$ cat src/rtl/window_loader.sv
`default_nettype none
// ============================================================================
//  Module      : window_loader
//  Description : Captures eight serial pixel bytes into a tap window (FILL),
//                then walks a byte-selector index over the taps (SWEEP).
//                Only DW=8 is supported; the taps feed an 8:1 byte selector.
//                Optional macro WINDOW_LOADER_RELU_EN clamps negative
//                (two's complement) bytes to zero as they are stored.
//  Revision    : 1.0 - initial release
// ============================================================================
module window_loader #(
    parameter int DW = 8
) (
    input  logic          clk,
    input  logic          rst,
    input  logic [DW-1:0] in_data,
    input  logic          in_valid,
    output logic          in_ready,
    input  logic          flush,
    output logic [DW-1:0] tap0,
    output logic [DW-1:0] tap1,
    output logic [DW-1:0] tap2,
    output logic [DW-1:0] tap3,
    output logic [DW-1:0] tap4,
    output logic [DW-1:0] tap5,
    output logic [DW-1:0] tap6,
    output logic [DW-1:0] tap7,
    output logic [2:0]    sel,
    output logic          sel_valid,
    input  logic          sel_ready,
    output logic          win_done,
    output logic [3:0]    fill_count
);

    typedef enum logic [0:0] {
        ST_FILL  = 1'b0,
        ST_SWEEP = 1'b1
    } state_t;

    localparam logic [3:0] c_LAST_FILL = 4'd7;
    localparam logic [2:0] c_LAST_SEL  = 3'd7;

    state_t          r_state;
    logic [DW-1:0]   r_tap [8];
    logic [3:0]      r_fill_count;
    logic [2:0]      r_sel;
    logic            r_sel_valid;
    logic            r_in_ready;
    logic            r_win_done;
    logic [DW-1:0]   w_store;

    // Value written into a tap; optional clamp of negative bytes to zero
`ifdef WINDOW_LOADER_RELU_EN
    always_comb begin
        w_store = in_data[DW-1] ? '0 : in_data;
    end
`else
    always_comb begin
        w_store = in_data;
    end
`endif

    // Window FSM: fill the taps, then sweep the selector; flush/reset restart
    always_ff @(posedge clk) begin
        if (rst) begin
            r_state      <= ST_FILL;
            r_fill_count <= 4'd0;
            r_sel        <= 3'd0;
            r_sel_valid  <= 1'b0;
            r_in_ready   <= 1'b1;
            r_win_done   <= 1'b0;
            for (int i = 0; i < 8; i++) begin
                r_tap[i] <= '0;
            end
        end else if (flush) begin
            // Taps are intentionally left alone; any concurrent byte is dropped
            r_state      <= ST_FILL;
            r_fill_count <= 4'd0;
            r_sel        <= 3'd0;
            r_sel_valid  <= 1'b0;
            r_in_ready   <= 1'b1;
            r_win_done   <= 1'b0;
        end else begin
            r_win_done <= 1'b0;
            case (r_state)
                ST_FILL: begin
                    if (in_valid) begin
                        r_tap[r_fill_count[2:0]] <= w_store;
                        r_fill_count             <= r_fill_count + 4'd1;
                        if (r_fill_count == c_LAST_FILL) begin
                            r_state     <= ST_SWEEP;
                            r_sel       <= 3'd0;
                            r_sel_valid <= 1'b1;
                            r_in_ready  <= 1'b0;
                        end
                    end
                end
                ST_SWEEP: begin
                    // fill_count stays at 8 and taps hold for the whole sweep
                    if (sel_ready) begin
                        if (r_sel == c_LAST_SEL) begin
                            r_state      <= ST_FILL;
                            r_fill_count <= 4'd0;
                            r_sel        <= 3'd0;
                            r_sel_valid  <= 1'b0;
                            r_in_ready   <= 1'b1;
                            r_win_done   <= 1'b1;
                        end else begin
                            r_sel <= r_sel + 3'd1;
                        end
                    end
                end
                default: begin
                    r_state <= ST_FILL;
                end
            endcase
        end
    end

    assign tap0       = r_tap[0];
    assign tap1       = r_tap[1];
    assign tap2       = r_tap[2];
    assign tap3       = r_tap[3];
    assign tap4       = r_tap[4];
    assign tap5       = r_tap[5];
    assign tap6       = r_tap[6];
    assign tap7       = r_tap[7];
    assign sel        = r_sel;
    assign sel_valid  = r_sel_valid;
    assign in_ready   = r_in_ready;
    assign win_done   = r_win_done;
    assign fill_count = r_fill_count;

endmodule
`default_nettype wire

$ cat config.mk
export PLATFORM = sky130hd
export DESIGN_NAME = window_loader
export DESIGN_NICKNAME = d
export VERILOG_FILES = /design/src/rtl/window_loader.sv
export SDC_FILE = /design/constraint.sdc
export NUM_CORES = 1
export LEC_CHECK = 0
export ABC_AREA = 1
export ABC_CLOCK_PERIOD_IN_PS = 1650
export CORE_MARGIN = 2
export CORE_UTILIZATION = 46
export DETAILED_ROUTE_END_ITERATION = 7
export HOLD_SLACK_MARGIN = 0.08
export PLACE_DENSITY = 0.89
export SYNTH_ARGS = -nofsm -noshare
export SYNTH_HDL_FRONTEND = slang
export SYNTH_SLANG_ARGS = --single-unit
$ cat constraint.sdc
create_clock -name clk -period 1.65 [get_ports clk]
set_input_delay 0.165 -clock clk [delete_from_list [all_inputs] [get_ports clk]]
set_output_delay 0.165 -clock clk [all_outputs]
set_load 0.05 [all_outputs]
==> impl_results.md, run 1 <==
* Dominant combinational cell family by area after synthesis: simple AND/OR/NAND/NOR gates
* Count of clock tree sinks at 75
* Post-synthesis sequential area ratio at 74.8%
* Post-detailed-route wirelength per cell at 16.0 um
* Max stage delay on crit path at 800 ps
* Nature of the critical path startpoint: flip-flop
* Wire length of the first global-routing pass at 10,100 um
* Weighted congestion reported at the end of routability-driven placement at 0.848
* Leakage power total at 1.90 nW
* Portion of netlist area occupied by mux cells at 0%
* Total routing usage reported by global routing at 19.5%
* Hold Violations, Final at 0
* Fraction of the mapped netlist area in simple logic gates at 19.4%
* P&R area growth vs syn at 42.4%
* Synth Area in Adders at 1.31%
* Final core area utilization at 68.5%
* Cell types occupying the most area after synthesis: sky130_fd_sc_hd__edfxtp_1 67%, sky130_fd_sc_hd__nor2_1 9.3%, sky130_fd_sc_hd__dfxtp_1 7.7%, sky130_fd_sc_hd__nand2_1 3.1%, sky130_fd_sc_hd__inv_1 2.5%
* ANT nets after route at 0
* Worst-case headroom to the max-slew limit at 65.3%
* Layout net count at 354
* Syn Std Cell Area at 0.00286 mm^2
* Clk Tree Root Cell: sky130_fd_sc_hd__clkbuf_8
* Avg Vias per Cell at 5.11
* Final wirelength at 6670 um
* Drt first-iter violations at 194
* Final setup slack of the worst path at 8.47 ps
* Largest net degree at the start of global routing at 14
* Sum of buffers and inverters on the critical path at 1
* Layout cell share with drive strength beyond 1 at 19.3%
* Transition at the pin with the smallest max-transition slack at 519 ps
* Place WS at -21.7 ps
* Share of the synthesized area in compound gates (AO/OA/AOI/OAI) at 1.75%
* Highest-delay cell along the critical path: sky130_fd_sc_hd__clkdlybuf4s50_1
* Post-Synthesis Cells at 230
* Total iterations of the first detailed-routing run at 4
* Die boundary width at 82.9 um
* Cell breakdown of the critical path: clkdlybuf4s50_1
* Synth warn at 0
* Highest fanout seen on the critical path at 1
* Max Cap Viol at 0
* Total number of placement rows at 28
* Total Neg Setup Slack at 0 ps
* Maximum vdd ir drop at 566 uV
* Antenna violations before repair at 0
* Post-route fraction of the period consumed by the critical path at 99.5%
* TritonCTS clock tree: built
* Via count of the first global-routing pass at 1,989
* Achievable frequency at 0.609 GHz
* H-Tree Level Count at 3
* Area fraction of the dominant cell type after synthesis at 67.1%
* Worst endpoint data arrival time at 1480 ps
* Power density relative to cell area at 1050 mW/mm^2
* Setup slack of the most critical reg-to-reg path at 240 ps
* Starting utilization of the core area at 48.1%
* Clock latency on the worst-skew pair at 350 ps
* Antenna diode count at 0
* Dominant delay contributor by cell family on the critical path: buffers and inverters
* Endpoints failing setup at 0
* Total Die Area at 0.00687 mm^2
* Cts bufs inserted at 9
* Post-Route Skew at 11.9 ps
* Outcome: completed
* Global-route congestion overflow total at 0
* Number of port buffers at 86
* Area leader, netlist: sky130_fd_sc_hd__edfxtp_1
* Overall die height at 82.9 um
* Hold Path Class: flip-flop to flip-flop
* Xor/xnor share of the synthesized area at 0%
* Kind of critical path: flip-flop to output pin
* CTS max path bufs at 2
* Total I/O pin count at 87
* Number of distinct library cells after synthesis at 17
* Clock transition at the registers of the reported paths at 80 ps
* Flip-flop and latch count after synthesis at 75
* Core box area at 0.00596 mm^2
* Post-CTS setup buffers at 0
* DRC violation count after routing at 0
* Pwr Total at 4.28 mW
* Vias post-DR at 2,129
* Required @ worst endpoint at 1480 ps
* Placed wire-length estimate at 4500 um
* Post-route minimum period at 1640 ps
* Post-synthesis average cell area at 12.5 um^2
* Count of pins over their slew limit at 0
* Sort of element at the end of the critical path: output pin
* Syn Nets at 246
-- metrics by stage --
stage	cells	cell area [um^2]	hold WS [ps]
final	417	4080	461
after global placement	402	3860	437
after detailed placement	402	3860	446
after CTS	417	4050	464
after floorplan	230	2870	327
after global routing	417	4080	490
-- cells by family (layout without fill, tap and decap cells) --
family,after synthesis,after routing
adders and majority gates,3,3
DFF,75,75
and+or+nand+nor,121,121
buffers and inverters,21,133
AOI/OAI and AO/OA,10,10
-- repair_timing --
item                       4_1_cts  5_1_grt
setup endpoints to repair       41       12
resized for setup               41       12
hold buffers                     0        0
-- cell usage after synthesis --
cell type and count:
sky130_fd_sc_hd__nor2_4 3, sky130_fd_sc_hd__nand2_4 1, sky130_fd_sc_hd__nand3_1 8, sky130_fd_sc_hd__inv_1 19, sky130_fd_sc_hd__ha_1 3, sky130_fd_sc_hd__a21oi_1 9
sky130_fd_sc_hd__nor3_4 2, sky130_fd_sc_hd__nand2_1 24, sky130_fd_sc_hd__nand3_2 2, sky130_fd_sc_hd__dfxtp_1 11, sky130_fd_sc_hd__nor2_2 2, sky130_fd_sc_hd__nor2_1 71
sky130_fd_sc_hd__o21ai_0 1, sky130_fd_sc_hd__nor3_1 1, sky130_fd_sc_hd__edfxtp_1 64, sky130_fd_sc_hd__nand2_2 7, sky130_fd_sc_hd__inv_2 2
-- placed cells by master, fill, tap and decap left out, drive strengths merged --
master         instances
buf                   29
bufinv                 3
clkdlybuf4s50         15
nor3                   3
o21ai                  1
edfxtp                64
a21oi                  9
clkinvlp               1
dlygate4sd2           41
nand2                 32
clkbuf                 9
dfxtp                 11
inv                   21
clkinv                 2
dlymetal6s2s          12
nand3                 10
nor2                  76
ha                     3
-- path summary, 6_finish.rpt --
path,cells past startpoint,start,to
setup / recovery,1,r_tap[4][0]$_SDFFCE_PN0P_,tap4[0]
hold / removal,2,in_ready$_SDFFE_PP1P_,in_ready$_SDFFE_PP1P_
setup reg to reg,5,r_state$_SDFF_PP0_,r_tap[6][1]$_SDFFCE_PN0P_
hold reg to reg,2,in_ready$_SDFFE_PP1P_,in_ready$_SDFFE_PP1P_
-- metal layers --
| layer | global-route usage (%) | routed length [um] | part of all wire (%) | vias up |
|---|---|---|---|---|
| li1 | - | - | - | 981 |
| met1 | 23.3 | 2670 | 40 | 983 |
| met2 | 32.6 | 3250 | 49 | 142 |
| met3 | 4.97 | 577 | 8.7 | 23 |
| met4 | 10.3 | 174 | 2.6 | 0 |
| met5 | 0 | 0 | 0 | - |
-- state kept, by name, indices dropped and copies added (netlist names) --
register	count
r_tap	64
fill_count	4
sel	3
in_ready	1
r_state	1
sel_valid	1
win_done	1
-- final cells by class --
cell class / instances / area, um^2
clock buffers: 9 / 124
clock inverters: 6 / 115
fillers: 428 / 1880
inverters: 21 / 78.8
multi-input cells: 134 / 643
flip-flops and latches: 75 / 2150
well taps: 75 / 93.8
repair buffers: 97 / 877
-- where the power goes --
group	internal, mW	total [mW]	leakage [nW]	switching [mW]
Clock	1.00	1.68	0.115	0.678
Sequential	2.11	2.13	0.751	0.0232
Combinational	0.114	0.466	1.04	0.352
Total	3.23	4.28	1.90	1.05
Note: power is estimated with default switching activity, not from simulation.
==> inputs of run 2 (changes only) <==
Settings changed: GPL_TIMING_DRIVEN from default to 1.
==> results of run 2 <==
The final DEF is identical to that of run 1; final timing and power are the same.
==> inputs of run 3 (changes only) <==
Settings changed: CORE_UTILIZATION 46 to 40, PLACE_DENSITY 0.89 to 0.8.
==> run 3 against run 2 <==
Die area up 14%. Sequential cell count stayed put. Non-clock buffer count is 3 higher. Power fell by 4.0%. Sequential power hardly changed. Final cell count increased by 5.8%. Combinational power rose by 5.6%. Clock power decreased by 12%.
==> impl_results.md, run 3 (same netlist as run 1, synthesis figures left out) <==
* Worst endpoint data arrival time at 1460 ps (-20 ps)
* Weighted congestion reported at the end of routability-driven placement at 0.803 (-5.4%)
* Post-route standard cell area excluding fillers at 0.00416 mm^2 (+2.0%)
* Area occupied by registers at 0.00215 mm^2 (unchanged)
* Routed wl met3 at 495 um (-14%)
* Pwr Total at 4.11 mW (-4.0%)
* Antenna diode count at 0 (unchanged)
* Final setup slack of the worst path at 25.1 ps (+16.6 ps)
* Met2 routed WL at 3380 um (+4.0%)
* Setup slack of the most critical reg-to-reg path at 210 ps (-30 ps)
* Via count of the first global-routing pass at 1,891 (-4.9%)
* Total Die Area at 0.00785 mm^2 (+14%)
* Max stage delay on crit path at 800 ps (about the same)
* Clk Tree Root Cell: sky130_fd_sc_hd__clkbuf_8
* Dominant delay contributor by cell family on the critical path: buffers and inverters
* Hold Path Class: flip-flop to flip-flop
* Starting utilization of the core area at 41.7% (-6.4 points)
* Sort of element at the end of the critical path: output pin
* Achievable frequency at 0.615 GHz (+1.0%)
* Highest fanout seen on the critical path at 1 (unchanged)
* Most used cells in the layout excluding fill and tap cells: 71 x sky130_fd_sc_hd__nor2_1, 64 x sky130_fd_sc_hd__edfxtp_1, 39 x sky130_fd_sc_hd__buf_4
* Leakage power total at 2.05 nW (+7.9%)
* Hold slack final at 454 ps (-7.29 ps)
* Post-detailed-route wirelength per cell at 15.1 um (-5.4%)
* Maximum vdd ir drop at 370 uV (-35%)
* Final cell count without fillers at 441 (+5.8%)
* Cts bufs inserted at 9 (unchanged)
* Avg Vias per Cell at 4.69 (-8.1%)
* Clock latency on the worst-skew pair at 340 ps (about the same)
* Post-Route Skew at 10.6 ps (-1.24 ps)
* Number of port buffers at 86 (unchanged)
* Post-route minimum period at 1620 ps (-16.6 ps)
* Wire length on met1 at 2700 um (+1.2%)
* Sum of buffers and inverters on the critical path at 1 (unchanged)
* Post-CTS setup buffers at 0 (unchanged)
* Largest net degree at the start of global routing at 13 (-1)
* Vias post-DR at 2,070 (-2.8%)
* Core box area at 0.00687 mm^2 (+15%)
* Total of fill cells in the finished design at 537 (+25%)
* Post-route fraction of the period consumed by the critical path at 98.5% (-1.0 points)
* Total routing usage reported by global routing at 16.7% (-2.8 points)
* Total Neg Setup Slack at 0 ps (unchanged)
* P&R area growth vs syn at 45.2%
* Place WS at -49.8 ps (-28.1 ps)
* Layout net count at 357 (+0.85%)
* Nature of the critical path startpoint: flip-flop
* Antenna violations before repair at 0 (unchanged)
* Die boundary width at 88.6 um (+6.9%)
* Drt first-iter violations at 134 (-31%)
* Total instance count after detailed placement at 426 (+6.0%)
* Total number of placement rows at 30 (+7.1%)
* Kind of critical path: flip-flop to output pin
* Cell breakdown of the critical path: clkdlybuf4s50_1
* Quantity of hold-fixing buffers added after cts at 0 (unchanged)
* Most common library cell in the layout ignoring fill and taps: sky130_fd_sc_hd__nor2_1
* Highest-delay cell along the critical path: sky130_fd_sc_hd__clkdlybuf4s50_1
* Wire length of the first global-routing pass at 9690 um (-4.2%)
* Count of clock tree sinks at 75 (unchanged)
* Area of the multi-input gates at 643 um^2 (unchanged)
* Worst-case headroom to the max-slew limit at 64.8% (-0.52 points)
* Count of pins over their slew limit at 0 (unchanged)
* Area post-placement at 0.00390 mm^2 (+1.1%)
* Overall die height at 88.6 um (+6.9%)
* Total I/O pin count at 87 (unchanged)
* Transition at the pin with the smallest max-transition slack at 527 ps (+7.83 ps)
* H-Tree Level Count at 3 (unchanged)
* Uppermost layer routed: met4
* Number of flip-flops in the largest register at 64 (unchanged)
* Final core area utilization at 60.5% (-7.9 points)
* Placed wire-length estimate at 4610 um (+2.2%)
* Power density relative to cell area at 988 mW/mm^2 (-5.9%)
* TritonCTS clock tree: built
* Global-route congestion overflow total at 0 (unchanged)
* DRC violation count after routing at 0 (unchanged)
* Total iterations of the first detailed-routing run at 4 (unchanged)
* Max Cap Viol at 0 (unchanged)
* Layout cell share with drive strength beyond 1 at 21.7% (+2.4 points)
* Hold Violations, Final at 0 (unchanged)
* ANT nets after route at 0 (unchanged)
* Register with the most flip-flops: r_tap
* Final wirelength at 6670 um (about the same)
* CTS max path bufs at 2 (unchanged)
* Endpoints failing setup at 0 (unchanged)
* Outcome: completed
* Required @ worst endpoint at 1480 ps (about the same)
* Clock transition at the registers of the reported paths at 70 ps (about the same)
## run 3: area by class of cell
cell class / count / share of cell area (%)
inverters: 21 / 1.90
flip-flops and latches: 75 / 51.6
clock inverters: 6 / 1.96
well taps: 96 / 2.89
clock buffers: 9 / 2.98
multi-input cells: 134 / 15.5
repair buffers: 100 / 23.2
## run 3: repair_timing
action,4_1_cts,5_1_grt
gates cloned,0,0
resized for setup,15,28
endpoints found under the setup margin,15,28
## run 3: path summary, 6_finish.rpt
check / start / endpoint / cells past startpoint
min reg2reg: in_ready$_SDFFE_PP1P_ / in_ready$_SDFFE_PP1P_ / 2
min: in_ready$_SDFFE_PP1P_ / in_ready$_SDFFE_PP1P_ / 2
max reg2reg: fill_count[2]$_SDFFE_PP0P_ / r_tap[5][3]$_SDFFCE_PN0P_ / 4
max: r_tap[3][1]$_SDFFCE_PN0P_ / tap3[1] / 1
## run 3: power by group
group	leakage [nW]	switching (mW)	total, mW	internal [mW]
sequential	0.751	0.0220	2.13	2.11
combinational	1.20	0.356	0.492	0.136
clock	0.104	0.648	1.48	0.833
## run 3: metal layers
metal	GRT usage, %	up-vias
li1	-	989
met1	21.8	966
met2	27.3	104
met3	4.85	11
met4	5.10	0
met5	0	-
